## src/rtl/bubble_page_loader_pkg.sv

```systemverilog
// bubble_page_loader_pkg: shared FSM states, page geometry and default loader parameters.
package bubble_page_loader_pkg;

    typedef enum logic [3:0] {
        IDLE,
        CALC,
        REQ,
        WAIT,
        WR_SETUP,
        WR_HIGH,
        WR_LOW,
        NEXT,
        FIN
    } state_t;

    localparam int          PAGE_BYTES      = 480;
    localparam int          DEF_PAGE_WORDS  = 1920;
    localparam logic [23:0] DEF_BOOT_OFFSET = 24'h000000;
    localparam logic [23:0] DEF_PAGE_BASE   = 24'h001000;
    localparam int          DEF_MAX_PAGES   = 2053;

    // n*480 built as (n<<9)-(n<<5) so no multiplier is needed
    function automatic logic [23:0] page_offset(input logic [11:0] n);
        return ({12'd0, n} << 9) - ({12'd0, n} << 5);
    endfunction

endpackage

```

## src/rtl/bubble_page_loader_if.sv

```systemverilog
// bubble_page_loader_if: load requests, flash byte reads and bubble-buffer write port.
interface bubble_page_loader_if;

    logic [2:0]  image_dip_switch;
    logic        load_page;
    logic        load_bootloader;
    logic [11:0] page_number;
    logic        rd_req;
    logic [23:0] rd_addr;
    logic [7:0]  rd_data;
    logic        rd_valid;
    logic [10:0] bubble_buffer_write_address;
    logic [1:0]  bubble_buffer_write_data_input;
    logic        bubble_buffer_write_enable;
    logic        bubble_buffer_write_clock;
    logic        busy;
    logic        done;
    logic        error;

    modport master (
        input  image_dip_switch, load_page, load_bootloader, page_number, rd_data, rd_valid,
        output rd_req, rd_addr, bubble_buffer_write_address, bubble_buffer_write_data_input,
               bubble_buffer_write_enable, bubble_buffer_write_clock, busy, done, error
    );

    modport slave (
        output image_dip_switch, load_page, load_bootloader, page_number, rd_data, rd_valid,
        input  rd_req, rd_addr, bubble_buffer_write_address, bubble_buffer_write_data_input,
               bubble_buffer_write_enable, bubble_buffer_write_clock, busy, done, error
    );

endinterface

```

## src/rtl/bubble_page_loader.sv

```systemverilog
// bubble_page_loader: fetches a page image from flash byte by byte and strobes it into the
// bubble buffer as 2-bit words, MSB pair first.
module bubble_page_loader
    import bubble_page_loader_pkg::*;
#(
    parameter int          PAGE_WORDS  = DEF_PAGE_WORDS,
    parameter logic [23:0] BOOT_OFFSET = DEF_BOOT_OFFSET,
    parameter logic [23:0] PAGE_BASE   = DEF_PAGE_BASE,
    parameter int          MAX_PAGES   = DEF_MAX_PAGES
) (
    input  logic                 master_clock,
    input  logic                 reset,
    bubble_page_loader_if.master bus
);

    localparam logic [10:0] LAST_WORD  = 11'(PAGE_WORDS - 1);
    localparam logic [11:0] PAGE_LIMIT = 12'(MAX_PAGES);

    state_t      state_q;
    logic        boot_q;
    logic [2:0]  dip_q;
    logic [11:0] page_q;
    logic [23:0] base_q;
    logic [8:0]  byte_q;
    logic [10:0] word_q;
    logic [7:0]  data_q;
    logic        rd_req_q;
    logic [23:0] rd_addr_q;
    logic [10:0] wa_q;
    logic [1:0]  wd_q;
    logic        we_q;
    logic        wc_q;
    logic        busy_q;
    logic        done_q;
    logic        err_q;

    logic [23:0] base_d;
    logic [8:0]  byte_d;
    logic [10:0] word_d;
    logic        bad_page;

    always_comb begin
        base_d   = {dip_q, 21'd0} + (boot_q ? BOOT_OFFSET : PAGE_BASE + page_offset(page_q));
        byte_d   = byte_q + 9'd1;
        word_d   = word_q + 11'd1;
        bad_page = !boot_q && page_q >= PAGE_LIMIT;
    end

    // outputs are registered on the transition into the state that owns them
    always_ff @(posedge master_clock) begin
        if (reset) begin
            state_q   <= IDLE;
            boot_q    <= 1'b0;
            dip_q     <= '0;
            page_q    <= '0;
            base_q    <= '0;
            byte_q    <= '0;
            word_q    <= '0;
            data_q    <= '0;
            rd_req_q  <= 1'b0;
            rd_addr_q <= '0;
            wa_q      <= '0;
            wd_q      <= '0;
            we_q      <= 1'b1;
            wc_q      <= 1'b0;
            busy_q    <= 1'b0;
            done_q    <= 1'b0;
            err_q     <= 1'b0;
        end else begin
            case (state_q)
                IDLE: if (bus.load_bootloader || bus.load_page) begin
                    boot_q  <= bus.load_bootloader;
                    dip_q   <= bus.image_dip_switch;
                    page_q  <= bus.page_number;
                    byte_q  <= '0;
                    word_q  <= '0;
                    err_q   <= 1'b0;
                    busy_q  <= 1'b1;
                    state_q <= CALC;
                end
                CALC: if (bad_page) begin
                    err_q   <= 1'b1;
                    done_q  <= 1'b1;
                    busy_q  <= 1'b0;
                    state_q <= FIN;
                end else begin
                    base_q    <= base_d;
                    rd_req_q  <= 1'b1;
                    rd_addr_q <= base_d;
                    state_q   <= REQ;
                end
                REQ: state_q <= WAIT;
                WAIT: if (bus.rd_valid) begin
                    rd_req_q <= 1'b0;
                    data_q   <= {bus.rd_data[5:0], 2'b00};
                    wa_q     <= word_q;
                    wd_q     <= bus.rd_data[7:6];
                    we_q     <= 1'b0;
                    state_q  <= WR_SETUP;
                end
                WR_SETUP: begin
                    wc_q    <= 1'b1;
                    state_q <= WR_HIGH;
                end
                WR_HIGH: begin
                    wc_q    <= 1'b0;
                    state_q <= WR_LOW;
                end
                WR_LOW: state_q <= NEXT;
                NEXT: begin
                    word_q <= word_d;
                    if (word_q == LAST_WORD) begin
                        we_q    <= 1'b1;
                        done_q  <= 1'b1;
                        busy_q  <= 1'b0;
                        state_q <= FIN;
                    end else if (word_q[1:0] == 2'd3) begin
                        byte_q    <= byte_d;
                        rd_req_q  <= 1'b1;
                        rd_addr_q <= base_q + {15'd0, byte_d};
                        state_q   <= REQ;
                    end else begin
                        wa_q    <= word_d;
                        wd_q    <= data_q[7:6];
                        data_q  <= {data_q[5:0], 2'b00};
                        state_q <= WR_SETUP;
                    end
                end
                FIN: begin
                    done_q  <= 1'b0;
                    state_q <= IDLE;
                end
                default: state_q <= IDLE;
            endcase
        end
    end

    assign bus.rd_req                         = rd_req_q;
    assign bus.rd_addr                        = rd_addr_q;
    assign bus.bubble_buffer_write_address    = wa_q;
    assign bus.bubble_buffer_write_data_input = wd_q;
    assign bus.bubble_buffer_write_enable     = we_q;
    assign bus.bubble_buffer_write_clock      = wc_q;
    assign bus.busy                           = busy_q;
    assign bus.done                           = done_q;
    assign bus.error                          = err_q;

endmodule
```

## src/flat_wrapper.sv

```systemverilog
// flat-port wrapper written by rule: the top's interface ports become plain ports
module bubble_page_loader_flat import bubble_page_loader_pkg::*;
#(
    parameter int          PAGE_WORDS  = DEF_PAGE_WORDS,
    parameter logic [23:0] BOOT_OFFSET = DEF_BOOT_OFFSET,
    parameter logic [23:0] PAGE_BASE   = DEF_PAGE_BASE,
    parameter int          MAX_PAGES   = DEF_MAX_PAGES
)
  (master_clock, reset, bus_image_dip_switch, bus_load_page, bus_load_bootloader, bus_page_number, bus_rd_data, bus_rd_valid, bus_rd_req, bus_rd_addr, bus_bubble_buffer_write_address, bus_bubble_buffer_write_data_input, bus_bubble_buffer_write_enable, bus_bubble_buffer_write_clock, bus_busy, bus_done, bus_error);
  bubble_page_loader_if bus_i ();
  input  logic master_clock;
  input  logic reset;
  input wire logic [$bits(bus_i.image_dip_switch)-1:0] bus_image_dip_switch;
  input wire logic [$bits(bus_i.load_page)-1:0] bus_load_page;
  input wire logic [$bits(bus_i.load_bootloader)-1:0] bus_load_bootloader;
  input wire logic [$bits(bus_i.page_number)-1:0] bus_page_number;
  input wire logic [$bits(bus_i.rd_data)-1:0] bus_rd_data;
  input wire logic [$bits(bus_i.rd_valid)-1:0] bus_rd_valid;
  output wire logic [$bits(bus_i.rd_req)-1:0] bus_rd_req;
  output wire logic [$bits(bus_i.rd_addr)-1:0] bus_rd_addr;
  output wire logic [$bits(bus_i.bubble_buffer_write_address)-1:0] bus_bubble_buffer_write_address;
  output wire logic [$bits(bus_i.bubble_buffer_write_data_input)-1:0] bus_bubble_buffer_write_data_input;
  output wire logic [$bits(bus_i.bubble_buffer_write_enable)-1:0] bus_bubble_buffer_write_enable;
  output wire logic [$bits(bus_i.bubble_buffer_write_clock)-1:0] bus_bubble_buffer_write_clock;
  output wire logic [$bits(bus_i.busy)-1:0] bus_busy;
  output wire logic [$bits(bus_i.done)-1:0] bus_done;
  output wire logic [$bits(bus_i.error)-1:0] bus_error;
  assign bus_i.image_dip_switch = bus_image_dip_switch;
  assign bus_i.load_page = bus_load_page;
  assign bus_i.load_bootloader = bus_load_bootloader;
  assign bus_i.page_number = bus_page_number;
  assign bus_i.rd_data = bus_rd_data;
  assign bus_i.rd_valid = bus_rd_valid;
  assign bus_rd_req = bus_i.rd_req;
  assign bus_rd_addr = bus_i.rd_addr;
  assign bus_bubble_buffer_write_address = bus_i.bubble_buffer_write_address;
  assign bus_bubble_buffer_write_data_input = bus_i.bubble_buffer_write_data_input;
  assign bus_bubble_buffer_write_enable = bus_i.bubble_buffer_write_enable;
  assign bus_bubble_buffer_write_clock = bus_i.bubble_buffer_write_clock;
  assign bus_busy = bus_i.busy;
  assign bus_done = bus_i.done;
  assign bus_error = bus_i.error;
  bubble_page_loader #(.PAGE_WORDS(PAGE_WORDS), .BOOT_OFFSET(BOOT_OFFSET), .PAGE_BASE(PAGE_BASE), .MAX_PAGES(MAX_PAGES)) u_core (.master_clock(master_clock), .reset(reset), .bus(bus_i));
endmodule
```

## config.mk

```make
export PLATFORM = sky130hd
export DESIGN_NAME = bubble_page_loader_flat
export DESIGN_NICKNAME = d
export VERILOG_FILES = /design/src/rtl/bubble_page_loader_pkg.sv /design/src/rtl/bubble_page_loader_if.sv /design/src/rtl/bubble_page_loader.sv /design/src/flat_wrapper.sv
export SDC_FILE = /design/constraint.sdc
export NUM_CORES = 1
export LEC_CHECK = 0
export ABC_CLOCK_PERIOD_IN_PS = 4650
export BUFFER_PORTS_ARGS = -buffer_cell sky130_fd_sc_hd__buf_2
export CAP_MARGIN = 20
export CORE_MARGIN = 3
export CORE_UTILIZATION = 30
export CTS_CLUSTER_DIAMETER = 80
export DETAILED_ROUTE_END_ITERATION = 10
export GPL_ROUTABILITY_DRIVEN = 0
export GPL_TIMING_DRIVEN = 0
export PLACE_DENSITY_LB_ADDON = 0.08
export SLEW_MARGIN = 20
export SYNTH_ARGS = -nofsm -noshare
export SYNTH_HDL_FRONTEND = slang
export SYNTH_SLANG_ARGS = --single-unit
```

## constraint.sdc

```tcl
create_clock -name master_clock -period 4.65 [get_ports master_clock]
set_input_delay 0.6975 -clock master_clock [delete_from_list [all_inputs] [get_ports master_clock]]
set_output_delay 0.6975 -clock master_clock [all_outputs]
set_load 0.01 [all_outputs]
```

After elaboration in Yosys (flattened, before gate mapping)
Cells that the tools add are included.
- logic and storage cells: 112
- register bits after elaboration: 115
- input port bits: 28
- $lt $le $gt $ge: 1
- multiplexer cells: 45
- add/sub/neg operators: 6
- bitwise operators: 1
- equality and inequality tests: 18
- reduce and logical (&&, ||, !) cells: 24
- operator list (operator ; number):
    two-way mux 24 bit ; 4
    one-hot mux 24 bit (2 select lines) ; 1
    two-way mux 11 bit ; 4
    one-hot mux 11 bit (2 select lines) ; 2
    one-hot mux 4 bit (8 select lines) ; 1
    two-way mux 9 bit ; 3
    adder 13 x 24 -> 24 bit (first input constant) ; 1
    adder 24 bit ; 1
    adder 24 x 9 -> 24 bit ; 1
    two-way mux 8 bit ; 3
    subtractor 21 x 17 -> 22 bit ; 1
    one-hot mux 9 bit (2 select lines) ; 1
    equality test 4 x 3 -> 1 bit (second input constant) ; 4
    two-way mux 4 bit ; 4
    one-hot mux 8 bit (2 select lines) ; 1
    AND reduction 4 bit ; 4
    >= comparator 12 bit (second input constant) ; 1
    adder 11 x 1 -> 11 bit (second input constant) ; 1
    equality test 11 bit (second input constant) ; 1
    two-way mux 1 bit ; 10
    nonzero test 2 bit ; 5
    adder 9 x 1 -> 9 bit (second input constant) ; 1
    one-hot mux 1 bit (3 select lines) ; 3
    AND reduction 3 bit ; 3
    18 further kinds ; 34

Depth between registers and ports, before layout
- word-level depth: 6
- depth in mapped cells: 17

Worst setup path before layout
Ideal clock, no wire load.
- path type: register to register
- from: register u_core.page_q[8]
- to: register u_core.rd_addr_q[23] (netlist: u_core.bus.rd_addr[23])
- setup slack: 1173 ps
- period minus slack after synthesis: 3477 ps
- data required time: 4519 ps
- cell stages (with the launch flop): 18
- path buffers: 1
- arrival time: 3346 ps
- path through: dfxtp_1 -> inv_1 -> ha_1 -> clkbuf_1 -> and3_1 -> nor2b_1 -> a2111oi_0 -> xnor2_1 -> nor3_1 -> nand2_1 -> xor2_1 -> nor2_1 -> ha_1 -> inv_1 -> fa_1 -> xnor2_1 -> xnor2_1 -> o22ai_1
- longest elaborated chain between the ends: 6
- RTL lines (element ; line ; text):
    from (decl) ; bubble_page_loader.sv:22 ; logic [11:0] page_q;
    from (signal assigned) ; bubble_page_loader.sv:74 ; page_q <= bus.page_number;
    subtractor 21 x 17 -> 22 bit ; bubble_page_loader_pkg.sv:24 ; return ({12'd0, n} << 9) - ({12'd0, n} << 5);
    adder 13 x 24 -> 24 bit ; bubble_page_loader.sv:43 ; base_d = {dip_q, 21'd0} + (boot_q ? BOOT_OFFSET : PAGE_BASE + page_offset(page_q));
    two-way mux 24 bit ; bubble_page_loader.sv:43 ;
    adder 24 bit ; bubble_page_loader.sv:43 ;
    two-way mux 24 bit ; bubble_page_loader.sv:81 ; CALC: if (bad_page) begin
    one-hot mux 24 bit (2 select lines) ; bubble_page_loader.sv:70 ; case (state_q)
    to (signal assigned) ; bubble_page_loader.sv:89 ; rd_addr_q <= base_d;
    to (signal assigned) ; bubble_page_loader.sv:120 ; rd_addr_q <= base_q + {15'd0, byte_d};
    to (decl) ; bubble_page_loader.sv:28 ; logic [23:0] rd_addr_q;
Parallel ways exist; a longest one is shown, timed or not. The select of a mux whose other input is x is not followed.
A chain may end at the register's enable or synchronous reset.

Final worst setup path
Ends and elaborated chain as after synthesis.

==> results.env <==
FINALPOWER_mW=2.859
GRT_FIRST_PASS_WIRELENGTH_UM=29330
REPORT.FINAL.HOLD_VIOL_COUNT=0
POST_SYNTH_XOR_AREA_FRACTION_PCT=7.766
HIGHEST-SIGNAL-LAYER='met4'
NUMBER_OF_SYNTHESIZED_FLOPS_WITH_AN_ENABLE_PIN=0
IRDROPWORSTVDD_mV=0.1581
SYNTH_CELL_TYPE_COUNT=64
AVGVIACOUNTPERCELL=5.044
LAYOUT_CELL_SHARE_WITH_DRIVE_STRENGTH_BEYOND_1_PCT=10.98
CRITPATHMAXFANOUT=7
CTS.REPORTEDPATHS.CLKPINSLEW_NS=0.07
SLEW_VIOLATIONS=0
YOSYS.AREA_SHARE.SIMPLE_PCT=25.15
POWER_PER_CELL_AREA_nW_PER_UM2=420.6
SETUP_VIOLATIONS=0
DESIGN.DIE.AREA_UM2=21260
MAIN_COMBINATIONAL_CELL_FAMILY_BY_AREA_AFTER_SYNTHESIS='simple AND/OR/NAND/NOR gates'
TIGHTEST_HOLD_CHECK_TYPE='register to register'
SYNTHESIS.YOSYS.WARNINGS=0
ANT_NETS=0
ROUTED-VIA-COUNT=5538
WORST_HOLD_STAGES=2
CTS_TREE='yes'
LAYOUT_MIN_CYCLE_TIME_NS=4.074
TIMING.HOLD.WS_NS=0.4516
RELSLEWSLACK_PCT=33.50
CTSROOTBUFFERMASTER='clkbuf_16'
CLK_PATH_BUF_DEPTH=2
WORSTREG2REGEND='u_core.bus.rd_addr[23]'
WORST-SLEW-PIN-TRANSITION_NS=0.9836
CRITPATHARRIVALTIME_NS=4.28
CTS_REPAIR_RESIZE_COUNT=0
VIAS_IN_THE_FIRST_GLOBAL_ROUTE=5212
CRITICAL_PATH.ENDPOINT_TYPE='register'
DRT-INITIAL-DRC-COUNT=276
NUMBER_OF_ANTENNA_VIOLATIONS_AT_THE_FIRST_CHECK_IN_GLOBAL_ROUTING=0
INSERTION_DELAY_NS=0.35
NNETSFINAL=883
NUMBER_OF_FLIP_FLOPS_AND_LATCHES_IN_THE_SYNTHESIZED_NETLIST=108
DPL.HPWL_UM=14300
STATUS='finished clean'
PORT-BUFFER-COUNT=69
ROUTED_WL_UM=18710
AREA_OF_THE_CORE_UM2=18960
FLOORPLAN.INITIALDENSITY_PCT=30.94
GRT_START_MAX_NET_PINS=16
ADDER_CELL_FRACTION_OF_SYNTH_AREA_PCT=4.737
ACHIEVABLE-FREQUENCY_MHz=245.4
N_FILL_CELL=2036
WORST-ENDPOINT-REQUIRED_NS=4.86
FINAL_COMMON_CELL='nand2_1'
STD_CELL_ROWS=50
FLOW.AREA_GROWTH_FROM_SYNTHESIS_PCT=15.92
FLOORPLAN.DIE.WIDTH_UM=145.8
WORST-R2R-CELL-COUNT=17
GRT.OVERFLOW.TOTAL=0
ASYNC_FLOP_SHARE_PCT=0
DRC=0
TRACK_USAGE_PCT=17.48
CTS_POST_SETUP_BUFFERS_INSERTED=0
FLOORPLAN.DIE.HEIGHT_UM=145.8
DIODES=0
PLACE_WORST_SETUP_SLACK_NS=0.5984
CTS.HTREE.LEVELS=3
NETLIST_AREA_UM2=5864
FINCLKSKEW_NS=0.009423
MET2WIRELENGTH_UM=9161
CRITICAL_PATH.REG2REG.STARTPOINT='u_core.page_q[8]'
MAXCAPVIOLATIONS=0
SYNTH_SEQ_AREA_SHARE_PCT=36.87
START_KIND='register'
MOST-COMMON-LAYOUT-CELLS='119 x nand2_1, 108 x dfxtp_1, 82 x nor2_1'
POST_SYNTH.CELL_AREA_AVG_UM2=7.778
RSZ0062_AT_GRT='false'
FINAL-SEQ-AREA_UM2=2162
FIN_SETUP_TNS_NS=0
P_LEAK_nW=2.632
REGTOREGSETUPSLACK_NS=0.58
CTS.SINK_COUNT=108
HOLD_START='u_core.bus.rd_addr[7]'
SYNTH_COMPOUND_GATE_AREA_SHARE_PCT=19.69
FINAL_PERIOD_UTIL_PCT=87.62
ROUTED_WIRE_LENGTH_PER_INSTANCE_UM=17.04
TYPE_OF_THE_WORST_SETUP_PATH='register to register'
POST_SYNTH_MUX_AREA_SHARE_PCT=0.8534
NUMBER_OF_CTS_INSERTED_BUFFERS=9
WHS_ENDPOINT='u_core.bus.rd_addr[7]'
SYNTHESIS.NETS=803
DRTPASS1ITERATIONS=4
HOLD_BUFFERS=0
DESIGN.PORTCOUNT=71
MULTIINPUTGATEAREA_UM2=3413
MET3WIRELENGTH_UM=767
DOMINANTREGCELLSYNTH='dfxtp_1'
FINAL_UTIL_PCT=35.86
LAYOUT_SETUP_WS_NS=0.5756
SYN_INST=754
ROUTEDLENGTHMET1_UM=8633
[critical path: stages (launching register included)]
cell	delay [ns]
dfxtp_1	0.46
inv_1	0.07
ha_1	0.26
clkbuf_1	0.18
a21oi_1	0.26
o2111ai_1	0.26
a2111oi_0	0.46
xnor2_1	0.20
nor3_1	0.30
nand2_1	0.10
xor2_1	0.16
nor2_1	0.13
ha_1	0.16
inv_1	0.04
fa_1	0.37
xnor2_1	0.20
xnor2_1	0.18
o22ai_1	0.12
[how the worst max path moves through the flow]
stage,endpoint,slack [ns],startpoint
5_1_grt,u_core.bus.rd_addr[23],0.17,u_core.page_q[8]
6_report,u_core.bus.rd_addr[23],0.58,u_core.page_q[8]
4_1_cts,u_core.bus.rd_addr[23],0.58,u_core.page_q[8]
3_5_place_dp,u_core.bus.rd_addr[22],0.60,u_core.page_q[8]
2_1_floorplan,u_core.bus.rd_addr[23],1.17,u_core.page_q[8]
3_3_place_gp,u_core.bus.rd_addr[22],0.66,u_core.page_q[8]
[area by class of cell]
cell class / count / area share, %
repair buffers: 69 / 5.080
inverters: 23 / 1.270
plain buffers: 51 / 2.982
clock buffers: 14 / 3.736
multi-input cells: 572 / 50.21
flip-flops and latches: 108 / 31.81
clock inverters: 1 / 0.1288
well taps: 260 / 4.786
[Yosys cell counts, types with 19 or more instances]
| cell type | n | area [um2] |
|---|---|---|
| xnor2_1 | 26 | 227.7 |
| nor2_1 | 82 | 307.8 |
| dfxtp_1 | 108 | 2162 |
| a21oi_1 | 78 | 390.4 |
| ha_1 | 19 | 237.7 |
| a211oi_1 | 19 | 142.6 |
| nor3_1 | 30 | 150.1 |
| inv_1 | 23 | 86.33 |
| clkbuf_1 | 43 | 161.4 |
| nand2_1 | 119 | 446.7 |
| xor2_1 | 26 | 227.7 |
| nand3_1 | 22 | 110.1 |
[logic make-up after synthesis]
group | Yosys count
muxes | 5
buffers and inverters | 74
DFF | 108
adders and majority gates | 21
and+or+nand+nor | 315
AOI/OAI and AO/OA | 179
xor gates and xnor gates | 52
[metrics by stage]
stage          cells  instance area [um2]
6_report        1098                 6798
5_1_grt         1098                 6798
4_1_cts         1098                 6798
3_5_place_dp    1083                 6535
3_3_place_gp    1083                 6535
2_1_floorplan    754                 5864
[metal layers]
| layer | up-vias | global-route usage (%) |
|---|---|---|
| met5 | - | 0 |
| met4 | 0 | 3.514 |
| met3 | 11 | 3.768 |
| met2 | 98 | 29.89 |
| met1 | 2623 | 22.79 |
| li1 | 2806 | - |
[where the power goes]
part,internal [mW],switching [mW],leakage [nW]
Combinational,0.397,0.645,1.63
Sequential,1.02,0.0779,0.878
Clock,0.378,0.344,0.127
Total,1.79,1.07,2.63
[state kept, by name, indices dropped and copies added (netlist names)]
| signal | cells |
|---|---|
| u_core.base_q | 19 |
| u_core.boot_q | 1 |
| u_core.bus.bubble_buffer_write_address | 11 |
| u_core.bus.bubble_buffer_write_clock | 1 |
| u_core.bus.bubble_buffer_write_data_input | 2 |
| u_core.bus.bubble_buffer_write_enable | 1 |
| u_core.bus.busy | 1 |
| u_core.bus.done | 1 |
| u_core.bus.error | 1 |
| u_core.bus.rd_addr | 24 |
| u_core.bus.rd_req | 1 |
| u_core.byte_q | 9 |
| u_core.data_q | 6 |
| u_core.dip_q | 3 |
| u_core.page_q | 12 |
| u_core.state_q | 4 |
| u_core.word_q | 11 |
(Power assumes the default switching activity.)
